**src/rtl/lsu_dccm_bank_arb_pkg.sv**
```systemverilog
`default_nettype none
// ============================================================================
//  Module   : lsu_dccm_pkg
//  Purpose  : Shared DCCM geometry constants, read-pipeline entry type and
//             the byte-address to bank decode helper.
//  Revision : 1.0 - initial release
// ============================================================================
package lsu_dccm_pkg;

   // Bank geometry of this DCCM configuration; the arbiter and the
   // interface take their parameter defaults from here.
   localparam int DCCM_NUM_BANKS  = 4;
   localparam int DCCM_DATA_WIDTH = 32;
   localparam int DCCM_ECC_WIDTH  = 7;
   localparam int DCCM_ADDR_WIDTH = 16;

   localparam int BYTE_BITS   = $clog2(DCCM_DATA_WIDTH / 8);
   localparam int BANK_BITS   = $clog2(DCCM_NUM_BANKS);
   localparam int FDATA_WIDTH = DCCM_DATA_WIDTH + DCCM_ECC_WIDTH;

   typedef logic [BANK_BITS-1:0] bank_t;

   // One in-flight read: which banks feed lo/hi and whether they coincide.
   typedef struct packed {
      logic  valid;
      bank_t bl;
      bank_t bh;
      logic  same;
   } rd_pipe_t;

   // Bank index sits just above the byte-in-word offset; truncation after
   // the shift gives the modulo wrap (bank 3 -> bank 0) for free.
   function automatic bank_t bank_of(input logic [DCCM_ADDR_WIDTH-1:0] addr);
      return bank_t'(addr >> BYTE_BITS);
   endfunction

endpackage
`default_nettype wire

```
**src/rtl/lsu_dccm_bank_arb_if.sv**
```systemverilog
`default_nettype none
// ============================================================================
//  Module   : lsu_dccm_bank_arb_if
//  Purpose  : LSU request/response and DCCM bank bus bundle for the arbiter.
//  Revision : 1.0 - initial release
// ============================================================================
interface lsu_dccm_bank_arb_if
   import lsu_dccm_pkg::*;
#(
   parameter int NUM_BANKS  = DCCM_NUM_BANKS,
   parameter int DATA_WIDTH = DCCM_DATA_WIDTH,
   parameter int ECC_WIDTH  = DCCM_ECC_WIDTH,
   parameter int ADDR_WIDTH = DCCM_ADDR_WIDTH
);
   localparam int FW = DATA_WIDTH + ECC_WIDTH;

   logic                      freeze;
   logic                      ld_valid;
   logic [ADDR_WIDTH-1:0]     ld_addr_lo;
   logic [ADDR_WIDTH-1:0]     ld_addr_hi;
   logic                      ld_ready;
   logic                      st_valid;
   logic [ADDR_WIDTH-1:0]     st_addr;
   logic [FW-1:0]             st_data;
   logic                      st_ready;
   logic                      st_forced;
   logic [NUM_BANKS-1:0]      bank_rden;
   logic [NUM_BANKS*ADDR_WIDTH-1:0] bank_rd_addr;
   logic [NUM_BANKS-1:0]      bank_wren;
   logic [ADDR_WIDTH-1:0]     bank_wr_addr;
   logic [FW-1:0]             bank_wr_data;
   logic [NUM_BANKS*FW-1:0]   bank_rd_data;
   logic                      ld_rvalid;
   logic [FW-1:0]             ld_rdata_lo;
   logic [FW-1:0]             ld_rdata_hi;

   // Arbiter side
   modport slave (
      input  freeze, ld_valid, ld_addr_lo, ld_addr_hi, st_valid, st_addr,
             st_data, bank_rd_data,
      output ld_ready, st_ready, st_forced, bank_rden, bank_rd_addr,
             bank_wren, bank_wr_addr, bank_wr_data, ld_rvalid,
             ld_rdata_lo, ld_rdata_hi
   );

   // LSU / SRAM side
   modport master (
      output freeze, ld_valid, ld_addr_lo, ld_addr_hi, st_valid, st_addr,
             st_data, bank_rd_data,
      input  ld_ready, st_ready, st_forced, bank_rden, bank_rd_addr,
             bank_wren, bank_wr_addr, bank_wr_data, ld_rvalid,
             ld_rdata_lo, ld_rdata_hi
   );
endinterface
`default_nettype wire

```
**src/rtl/lsu_dccm_bank_arb_rd_pipe.sv**
```systemverilog
`default_nettype none
// ============================================================================
//  Module   : lsu_dccm_rd_pipe
//  Purpose  : RD_LAT-deep delay line tracking in-flight reads, then bank
//             steering of SRAM data into registered lo/hi load words.
//  Revision : 1.0 - initial release
// ============================================================================
module lsu_dccm_rd_pipe
   import lsu_dccm_pkg::*;
#(
   parameter int NUM_BANKS = DCCM_NUM_BANKS,
   parameter int FW        = FDATA_WIDTH,
   parameter int RD_LAT    = 1
) (
   input  logic                    clk,
   input  logic                    rst,
   input  rd_pipe_t                entry_in,
   input  logic [NUM_BANKS*FW-1:0] bank_rd_data,
   output logic                    rvalid,
   output logic [FW-1:0]           rdata_lo,
   output logic [FW-1:0]           rdata_hi
);
   rd_pipe_t      pipe_q [RD_LAT];
   rd_pipe_t      pipe_d [RD_LAT];
   rd_pipe_t      last;
   logic [FW-1:0] sel_lo, sel_hi;
   logic          rvalid_q, rvalid_d;
   logic [FW-1:0] rdata_lo_q, rdata_lo_d;
   logic [FW-1:0] rdata_hi_q, rdata_hi_d;

   // Shift the tracking entries; the SRAM never stalls so neither do we.
   // The oldest entry picks its banks' words, which are captured only when
   // that entry carries a real read so the outputs hold otherwise.
   always_comb begin
      pipe_d[0] = entry_in;
      for (int i = 1; i < RD_LAT; i++) begin
         pipe_d[i] = pipe_q[i-1];
      end
      last       = pipe_q[RD_LAT-1];
      sel_lo     = bank_rd_data[int'(last.bl)*FW +: FW];
      sel_hi     = last.same ? sel_lo : bank_rd_data[int'(last.bh)*FW +: FW];
      rvalid_d   = last.valid;
      rdata_lo_d = last.valid ? sel_lo : rdata_lo_q;
      rdata_hi_d = last.valid ? sel_hi : rdata_hi_q;
   end

   // Pipeline and output registers; reset drops every in-flight read.
   always_ff @(posedge clk) begin
      if (rst) begin
         for (int i = 0; i < RD_LAT; i++) begin
            pipe_q[i] <= '0;
         end
         rvalid_q   <= 1'b0;
         rdata_lo_q <= '0;
         rdata_hi_q <= '0;
      end else begin
         for (int i = 0; i < RD_LAT; i++) begin
            pipe_q[i] <= pipe_d[i];
         end
         rvalid_q   <= rvalid_d;
         rdata_lo_q <= rdata_lo_d;
         rdata_hi_q <= rdata_hi_d;
      end
   end

   assign rvalid   = rvalid_q;
   assign rdata_lo = rdata_lo_q;
   assign rdata_hi = rdata_hi_q;
endmodule
`default_nettype wire

```
**src/rtl/lsu_dccm_bank_arb.sv**
```systemverilog
`default_nettype none
// ============================================================================
//  Module   : lsu_dccm_bank_arb
//  Purpose  : DCCM port arbiter - one load (lo/hi bank pair) against one
//             store-buffer drain per cycle, with anti-starvation forcing of
//             the store and a configurable-latency read return path.
//  Revision : 1.0 - initial release
// ============================================================================
module lsu_dccm_bank_arb
   import lsu_dccm_pkg::*;
#(
   parameter int NUM_BANKS  = DCCM_NUM_BANKS,
   parameter int DATA_WIDTH = DCCM_DATA_WIDTH,
   parameter int ECC_WIDTH  = DCCM_ECC_WIDTH,
   parameter int ADDR_WIDTH = DCCM_ADDR_WIDTH,
   parameter int RD_LAT     = 1,
   parameter int STALL_MAX  = 8
) (
   input  logic                 clk,
   input  logic                 rst,
   lsu_dccm_bank_arb_if.slave   bus
);
   localparam int FW    = DATA_WIDTH + ECC_WIDTH;
   localparam int CNT_W = $clog2(STALL_MAX + 1);

   bank_t            bl, bh, bs;
   logic             conf, force_pri, ld_gnt, st_gnt;
   logic [CNT_W-1:0] stall_cnt_q, stall_cnt_d;
   rd_pipe_t         rd_entry;

   // Decode banks and decide grants: the load wins a conflict unless the
   // store has waited long enough to be forced through.
   always_comb begin
      bl        = bank_of(bus.ld_addr_lo);
      bh        = bank_of(bus.ld_addr_hi);
      bs        = bank_of(bus.st_addr);
      conf      = bus.ld_valid & ((bs == bl) | (bs == bh));
      force_pri = (stall_cnt_q == CNT_W'(STALL_MAX));
      ld_gnt    = bus.ld_valid & ~bus.freeze & ~(force_pri & bus.st_valid & conf);
      st_gnt    = bus.st_valid & ~bus.freeze & (~ld_gnt | ~conf);
      rd_entry  = '{valid: ld_gnt, bl: bl, bh: bh, same: (bl == bh)};
   end

   // Drive the bank read/write ports from the grants.
   always_comb begin
      bus.bank_rden    = '0;
      bus.bank_rd_addr = '0;
      bus.bank_wren    = '0;
      if (ld_gnt) begin
         bus.bank_rden[bl]                                = 1'b1;
         bus.bank_rd_addr[int'(bl)*ADDR_WIDTH +: ADDR_WIDTH] = bus.ld_addr_lo;
         if (bh != bl) begin
            bus.bank_rden[bh]                                = 1'b1;
            bus.bank_rd_addr[int'(bh)*ADDR_WIDTH +: ADDR_WIDTH] = bus.ld_addr_hi;
         end
      end
      if (st_gnt) begin
         bus.bank_wren[bs] = 1'b1;
      end
      bus.bank_wr_addr = bus.st_addr;
      bus.bank_wr_data = bus.st_data;
      bus.ld_ready     = ld_gnt;
      bus.st_ready     = st_gnt;
      bus.st_forced    = st_gnt & force_pri & conf;
   end

   // Count consecutive cycles a pending store is refused; freeze pauses it.
   always_comb begin
      stall_cnt_d = stall_cnt_q;
      if (~bus.st_valid | st_gnt) begin
         stall_cnt_d = '0;
      end else if (~bus.freeze && stall_cnt_q != CNT_W'(STALL_MAX)) begin
         stall_cnt_d = stall_cnt_q + 1'b1;
      end
   end

   // Stall counter register.
   always_ff @(posedge clk) begin
      if (rst) stall_cnt_q <= '0;
      else     stall_cnt_q <= stall_cnt_d;
   end

   lsu_dccm_rd_pipe #(
      .NUM_BANKS (NUM_BANKS),
      .FW        (FW),
      .RD_LAT    (RD_LAT)
   ) u_rd_pipe (
      .clk          (clk),
      .rst          (rst),
      .entry_in     (rd_entry),
      .bank_rd_data (bus.bank_rd_data),
      .rvalid       (bus.ld_rvalid),
      .rdata_lo     (bus.ld_rdata_lo),
      .rdata_hi     (bus.ld_rdata_hi)
   );
endmodule
`default_nettype wire
```
**src/flat_wrapper.sv**
```systemverilog
// flat-port wrapper written by rule: the top's interface ports become plain ports
module lsu_dccm_bank_arb_flat import lsu_dccm_pkg::*;
#(
   parameter int NUM_BANKS  = DCCM_NUM_BANKS,
   parameter int DATA_WIDTH = DCCM_DATA_WIDTH,
   parameter int ECC_WIDTH  = DCCM_ECC_WIDTH,
   parameter int ADDR_WIDTH = DCCM_ADDR_WIDTH,
   parameter int RD_LAT     = 1,
   parameter int STALL_MAX  = 8
)
  (clk, rst, bus_freeze, bus_ld_valid, bus_ld_addr_lo, bus_ld_addr_hi, bus_st_valid, bus_st_addr, bus_st_data, bus_bank_rd_data, bus_ld_ready, bus_st_ready, bus_st_forced, bus_bank_rden, bus_bank_rd_addr, bus_bank_wren, bus_bank_wr_addr, bus_bank_wr_data, bus_ld_rvalid, bus_ld_rdata_lo, bus_ld_rdata_hi);
  lsu_dccm_bank_arb_if #(.NUM_BANKS(NUM_BANKS), .DATA_WIDTH(DATA_WIDTH), .ECC_WIDTH(ECC_WIDTH), .ADDR_WIDTH(ADDR_WIDTH)) bus_i ();
  input  logic clk;
  input  logic rst;
  input wire logic [$bits(bus_i.freeze)-1:0] bus_freeze;
  input wire logic [$bits(bus_i.ld_valid)-1:0] bus_ld_valid;
  input wire logic [$bits(bus_i.ld_addr_lo)-1:0] bus_ld_addr_lo;
  input wire logic [$bits(bus_i.ld_addr_hi)-1:0] bus_ld_addr_hi;
  input wire logic [$bits(bus_i.st_valid)-1:0] bus_st_valid;
  input wire logic [$bits(bus_i.st_addr)-1:0] bus_st_addr;
  input wire logic [$bits(bus_i.st_data)-1:0] bus_st_data;
  input wire logic [$bits(bus_i.bank_rd_data)-1:0] bus_bank_rd_data;
  output wire logic [$bits(bus_i.ld_ready)-1:0] bus_ld_ready;
  output wire logic [$bits(bus_i.st_ready)-1:0] bus_st_ready;
  output wire logic [$bits(bus_i.st_forced)-1:0] bus_st_forced;
  output wire logic [$bits(bus_i.bank_rden)-1:0] bus_bank_rden;
  output wire logic [$bits(bus_i.bank_rd_addr)-1:0] bus_bank_rd_addr;
  output wire logic [$bits(bus_i.bank_wren)-1:0] bus_bank_wren;
  output wire logic [$bits(bus_i.bank_wr_addr)-1:0] bus_bank_wr_addr;
  output wire logic [$bits(bus_i.bank_wr_data)-1:0] bus_bank_wr_data;
  output wire logic [$bits(bus_i.ld_rvalid)-1:0] bus_ld_rvalid;
  output wire logic [$bits(bus_i.ld_rdata_lo)-1:0] bus_ld_rdata_lo;
  output wire logic [$bits(bus_i.ld_rdata_hi)-1:0] bus_ld_rdata_hi;
  assign bus_i.freeze = bus_freeze;
  assign bus_i.ld_valid = bus_ld_valid;
  assign bus_i.ld_addr_lo = bus_ld_addr_lo;
  assign bus_i.ld_addr_hi = bus_ld_addr_hi;
  assign bus_i.st_valid = bus_st_valid;
  assign bus_i.st_addr = bus_st_addr;
  assign bus_i.st_data = bus_st_data;
  assign bus_i.bank_rd_data = bus_bank_rd_data;
  assign bus_ld_ready = bus_i.ld_ready;
  assign bus_st_ready = bus_i.st_ready;
  assign bus_st_forced = bus_i.st_forced;
  assign bus_bank_rden = bus_i.bank_rden;
  assign bus_bank_rd_addr = bus_i.bank_rd_addr;
  assign bus_bank_wren = bus_i.bank_wren;
  assign bus_bank_wr_addr = bus_i.bank_wr_addr;
  assign bus_bank_wr_data = bus_i.bank_wr_data;
  assign bus_ld_rvalid = bus_i.ld_rvalid;
  assign bus_ld_rdata_lo = bus_i.ld_rdata_lo;
  assign bus_ld_rdata_hi = bus_i.ld_rdata_hi;
  lsu_dccm_bank_arb #(.NUM_BANKS(NUM_BANKS), .DATA_WIDTH(DATA_WIDTH), .ECC_WIDTH(ECC_WIDTH), .ADDR_WIDTH(ADDR_WIDTH), .RD_LAT(RD_LAT), .STALL_MAX(STALL_MAX)) u_core (.clk(clk), .rst(rst), .bus(bus_i));
endmodule
```
**config.mk**
```make
export PLATFORM = sky130hd
export DESIGN_NAME = lsu_dccm_bank_arb_flat
export DESIGN_NICKNAME = d
export VERILOG_FILES = /design/src/rtl/lsu_dccm_bank_arb_pkg.sv /design/src/rtl/lsu_dccm_bank_arb_if.sv /design/src/rtl/lsu_dccm_bank_arb_rd_pipe.sv /design/src/rtl/lsu_dccm_bank_arb.sv /design/src/flat_wrapper.sv
export SDC_FILE = /design/constraint.sdc
export NUM_CORES = 1
export LEC_CHECK = 0
export CAP_MARGIN = 10
export CELL_PAD_IN_SITES_DETAIL_PLACEMENT = 1
export CELL_PAD_IN_SITES_GLOBAL_PLACEMENT = 1
export CORE_AREA = 5 5 176 178
export CTS_BUF_LIST = sky130_fd_sc_hd__clkbuf_4 sky130_fd_sc_hd__clkbuf_8 sky130_fd_sc_hd__clkbuf_16
export DETAILED_ROUTE_END_ITERATION = 8
export DIE_AREA = 0 0 181 183
export PLACE_DENSITY_LB_ADDON = 0.05
export SLEW_MARGIN = 20
export SYNTH_ARGS = -nofsm -noshare
export SYNTH_HDL_FRONTEND = slang
export SYNTH_SLANG_ARGS = --single-unit
```
**constraint.sdc**
```tcl
create_clock -name clk -period 5.85 [get_ports clk]
set_input_delay 1.17 -clock clk [delete_from_list [all_inputs] [get_ports clk]]
set_output_delay 1.17 -clock clk [all_outputs]
set_load 0.02 [all_outputs]
```
Yosys cells after proc, flatten, opt, wreduce, memory -nomap -nowiden
Memories as Yosys holds them, arrays and structs flattened. Cells that the tools add are included.

Register bits: 83. RAM bits: 6. Output and inout bits: 209. Memories kept: 1.

Memories: u_core.u_rd_pipe.pipe_q (words 1, width 6, read ports 1, clocked after memory_dff 0, write ports 1, RTL line lsu_dccm_bank_arb_rd_pipe.sv:23) `rd_pipe_t pipe_q [RD_LAT];`.

Add/subtract/negate cells: 3. $mul: 2. Order comparisons: 6. Equal/unequal tests: 6. Shifts and indexed selects: 6. Mux-type cells: 18. Bitwise gates (word level): 19. Reductions and logical operators: 6.

Operators by type and width (number): $shiftx A156 B9 Y39 (2); $mux W64 (2); $shift A16 B33 Y64 const A (2); $shiftx A16 B33 Y64 (2); $neg A6 Y33 (2); $and A64 B64 Y64 (1); $bwmux W64 (1); $mux W39 (1); $mul A2 B6 Y8 const B (2); $mux W4 (3); $and A1 B1 Y1 (9); $lt A2 B3 Y1 const B (3); $mux W1 (7); $demux W1 S2 (3); $eq A2 B2 Y1 (3); $ge A2 B1 Y1 const B (3); $mux W6 (1); $reduce_or A6 Y1 (1); $not A1 Y1 (5); $add A4 B1 Y4 const B (1); $eq A4 B4 Y1 const B (1); $logic_and A1 B1 Y1 (4); $ne A4 B4 Y1 const B (1); $or A4 B4 Y4 (1); other kinds (3) (5).

Longest topological paths before layout
Word-level depth: 11. Mapped depth: 8. Mapped depth without buffers: 6.

Modules after synthesis
A second synthesis with hierarchy kept.

Cell total of the unflattened synthesis: 809. Area, all modules: 7360.8 um^2.

Modules (own cells, without submodules): lsu_dccm_rd_pipe (instances 1, cells an instance 493, area an instance 5220.0 um^2, seq. area each 1701.6 um^2); lsu_dccm_bank_arb (instances 1, cells an instance 316, area an instance 2140.8 um^2, seq. area each 80.1 um^2).

Worst setup path after synthesis
Ideal clock, no wire load.

Path type: in2out. From: input port bus_ld_addr_lo[2]. To: output port bus_bank_rd_addr[23]. Arrival: 3009 ps. Data required time: 4680 ps. Slack: 1671 ps. Stages on the path: 7. Path buffers: 2. Cells stage by stage: buf_4 inv_1 ha_1 nor3b_1 clkbuf_1 nand4_1 a21oi_1.

Longest elaborated chain between the ends: 7.

RTL lines: from (decl) (RTL line flat_wrapper.sv:17) `input wire logic [$bits(bus_i.ld_addr_lo)-1:0] bus_ld_addr_lo;`; parallel branches: the longest is 6 deep, another holds $neg A6 Y33; $mux W64 * (RTL line lsu_dccm_bank_arb.sv:49) `if (ld_gnt) begin`; to (decl) (RTL line flat_wrapper.sv:27) `output wire logic [$bits(bus_i.bank_rd_addr)-1:0] bus_bank_rd_addr;`.

Mark *: on every way between the ends.

Worst setup path after layout
From: input port bus_ld_addr_hi[3]. To: output port bus_bank_rd_addr[27].

Longest elaborated chain between the ends: 7.

RTL lines: from (decl) (RTL line flat_wrapper.sv:18) `input wire logic [$bits(bus_i.ld_addr_hi)-1:0] bus_ld_addr_hi;`; parallel branches: the longest is 6 deep, another holds $neg A6 Y33; $mux W64 * (RTL line lsu_dccm_bank_arb.sv:49).

Marked as above.

==> qor.yml <==
critPathArrivalTime_ns: 4.13
synth_compound_area_share_pct: 18.3
yosys.cell_types.count: 38
synth_flop_cell: "dfxtp_1"
clock_latency_ns: 0.35
postLayoutCoreUtil_pct: 37.1
met3_length_mm: 2.38
globalplace.congestion: 0.813
fin_nets: 1370
ant_nets: 0
grt_overflow: 0
cp.required_ns: 4.68
synth_top_family_by_area: "simple AND/OR/NAND/NOR gates"
top_layer: "met4"
critPathLaunch: "bus_ld_addr_hi[3]"
track_usage_pct: 19.6
cpMostUsedCell: "clkdlybuf4s50_1"
cp.buffers_inverters: 3
fin_crit_sh_pct: 90.6
max_freq_mhz: 189
worstRegToRegCells: 4
path_delay_family: "buffers and inverters"
ctsResizeCount: 0
status: "finished clean"
p_int_mw: 1.30
hold_viol_final: 0
area_growth_pct: 51.6
leakagePower_nw: 3.44
hold_path.class: "reg2reg"
cp_max_fo: 14
cts_buffer_depth: 2
clock_sinks: 89
cp_slowest_cell: "o2111a_1"
p_comb_share_pct: 28.7
finalSetupViolCount: 0
critPathMaxStageDelay_ns: 0.65
cp_cell_sequence: "clkdlybuf4s50_1 > inv_1 > ha_1 > nor2b_1 > o2111a_1 > nand2_1 > a21oi_1 > clkdlybuf4s50_1"
critPathCaptureType: "output pin"
grt_max_degree: 85
setup_ws_ns: 0.551
core_area_um2: 29200
clk_pin_slew_ns: 0.06
r2r_end: "u_core.u_rd_pipe.rdata_hi[4]"
period_minus_slack_ns: 5.30
drc: 0
rsz0062_at_grt: "false"
synthMuxAreaShare_pct: 17.7
cp-start-kind: "primary input"
synth_cells: 863
finClkSkew_ns: 0.00873
routed_wl_mm: 33.8
post_cts_buffers: 0
antenna_found_initial: 1
synth-seq-cells: 89
clockPowerShare_pct: 35.2
cts-root-buf: "clkbuf_16"
vdd_drop_max_uv: 127
p_per_area_nw_per_um2: 171
met1Wirelength_mm: 14.3
r2r_setup_slack_ns: 3.47
power_switching_uw: 553
rr_startpoint: "u_core.u_rd_pipe.pipe_q[0][5]"
row_count: 63
h-tree-depth: 3
final_max_slew_viol_count: 0
whs_ns: 0.491
die_h_um: 183
start_util_pct: 24.5
cts_hold_buffers: 0
synth-simple-area-share_pct: 23.2
swShare_pct: 29.8
io_pins: 457
grt_pass1_wl_mm: 51.2
synthXorXnorAreaFrac_pct: 1.34
syn_area_per_cell_um2: 8.30
tns_ns: 0
dieArea_um2: 33100
cts_tree: "yes"
layout-drive-gt1-share_pct: 8.00
pwr-share-seq_pct: 36.2
wl_met2_mm: 16.5
syn-cell-area_um2: 7160
drv_cap: 0
power_mw: 1.85
io_buffers: 348
synthAdderAreaFrac_pct: 2.62
synth_edf_count: 0
synthArstFlopShare_pct: 0
num_vias: 7751
whs_endpoint: "u_core.u_rd_pipe.rdata_lo[26]"
yosys_warnings: 0
min_from: "u_core.u_rd_pipe.rdata_lo[26]"
drtPass1Iterations: 4
hpwl_mm: 24.7
die_x_um: 181
synth-seq-area-share_pct: 24.9
whs_path_depth: 2
setup.worst_path.class: "in2out"
numCtsBuffers: 9
drt_iter0_drc: 314
avgViaCountPerCell: 5.15
grt_pass1_vias: 8231
tightest_slew_ns: 0.925
slew_headroom_pct: 38.3
routedWlPerCell_um: 22.5
preCtsSetupSlack_ns: 0.523
[cells in the final DEF, fill, tap and decap left out, types with 2 or more instances in the layout]
| cell | n |
|---|---|
| mux4_2 | 39 |
| o21ai_1 | 4 |
| dfxtp_1 | 85 |
| conb_1 | 2 |
| a211oi_1 | 79 |
| nand4b_1 | 2 |
| mux2i_1 | 39 |
| nand3_1 | 31 |
| xor2_1 | 7 |
| diode_2 | 2 |
| bufinv_16 | 2 |
| clkdlybuf4s50_1 | 347 |
| nor4_1 | 40 |
| a21oi_1 | 39 |
| inv_1 | 13 |
| nand4_1 | 16 |
| xnor2_1 | 4 |
| ha_1 | 15 |
| clkbuf_16 | 9 |
| nor2_1 | 121 |
| nor2b_1 | 80 |
| buf_4 | 23 |
| and3b_1 | 3 |
| a32oi_1 | 28 |
| dfxtp_4 | 3 |
| nand2_1 | 16 |
| o2111a_1 | 3 |
| o21ai_0 | 40 |
| nor3b_1 | 4 |
[flip-flops by register name (all words and copies together), names as in the netlist]
signal                     cells
u_core.u_rd_pipe.pipe_q        6
u_core.stall_cnt_q             4
u_core.u_rd_pipe.rdata_hi     39
u_core.u_rd_pipe.rdata_lo     39
u_core.u_rd_pipe.rvalid        1
[worst reg2reg max path, cell delays in order, from the launching register on]
cell      delay, ns
dfxtp_4        0.70
or3b_2         0.79
buf_4          0.36
a211oi_1       0.32
nor4_1         0.10
[worst max-delay path by stage]
stage | cells past startpoint | endpoint
finish | 8 | bus_bank_rd_addr[27]
global route | 8 | bus_bank_rd_addr[27]
CTS | 8 | bus_bank_rd_addr[27]
detailed placement | 8 | bus_bank_rd_addr[27]
global placement | 8 | bus_bank_rd_addr[27]
floorplan | 7 | bus_bank_rd_addr[23]
[final cells by class]
class	instances	area, µm²
flip-flops and latches	89	1790
well taps	390	488
fillers	3357	18400
clock inverters	6	88.8
repair buffers	371	3650
diodes	2	5.00
multi-input cells	623	4540
inverters	13	48.8
clock buffers	10	239
[cell usage after synthesis (all sizes together), types with 2 or more instances]
| library cell | count | area, µm² |
|---|---|---|
| a211oi | 79 | 593 |
| a21oi | 39 | 195 |
| a32oi | 28 | 245 |
| and3b | 3 | 26.3 |
| buf | 97 | 642 |
| clkbuf | 42 | 160 |
| dfxtp | 89 | 1780 |
| ha | 15 | 188 |
| inv | 13 | 48.8 |
| mux2i | 39 | 390 |
| mux4 | 39 | 878 |
| nand2 | 17 | 63.8 |
| nand3 | 31 | 155 |
| nand4 | 16 | 100 |
| nand4b | 2 | 17.5 |
| nor2 | 121 | 454 |
| nor2b | 80 | 500 |
| nor3b | 5 | 37.5 |
| nor4 | 41 | 263 |
| o2111a | 3 | 33.8 |
| o21ai | 44 | 220 |
| xnor2 | 4 | 35.0 |
| xor2 | 7 | 61.3 |
[through the flow]
step | cell area [µm²] | instances
detailed placement | 10500 | 1486
global placement | 10500 | 1486
finish | 10900 | 1504
CTS | 10900 | 1502
floorplan | 7170 | 864
global route | 10900 | 1503
[logic make-up after synthesis]
| logic type | Yosys count |
|---|---|
| xor gates and xnor gates | 11 |
| buffers and inverters | 152 |
| AOI/OAI and AO/OA | 196 |
| DFF | 89 |
| muxes | 78 |
| other | 1 |
| and+or+nand+nor | 321 |
| adders and majority gates | 15 |
[power groups by stage]
stage,clock [mW],sequential (mW),combinational (mW)
3_3_place_gp,0,0.685,0.535
5_1_grt,0.704,0.678,0.570
6_report,0.652,0.671,0.531
4_1_cts,0.683,0.672,0.537
2_1_floorplan,0,0.692,0.286
3_5_place_dp,0,0.686,0.533
[per-layer routing]
metal  GRT usage (%)  vias up
li1                -     3623
met1            24.0     3786
met2            34.0      310
met3            5.59       32
met4            4.95        0
met5               0        -
No activity file was read; power rests on OpenSTA's default activity.
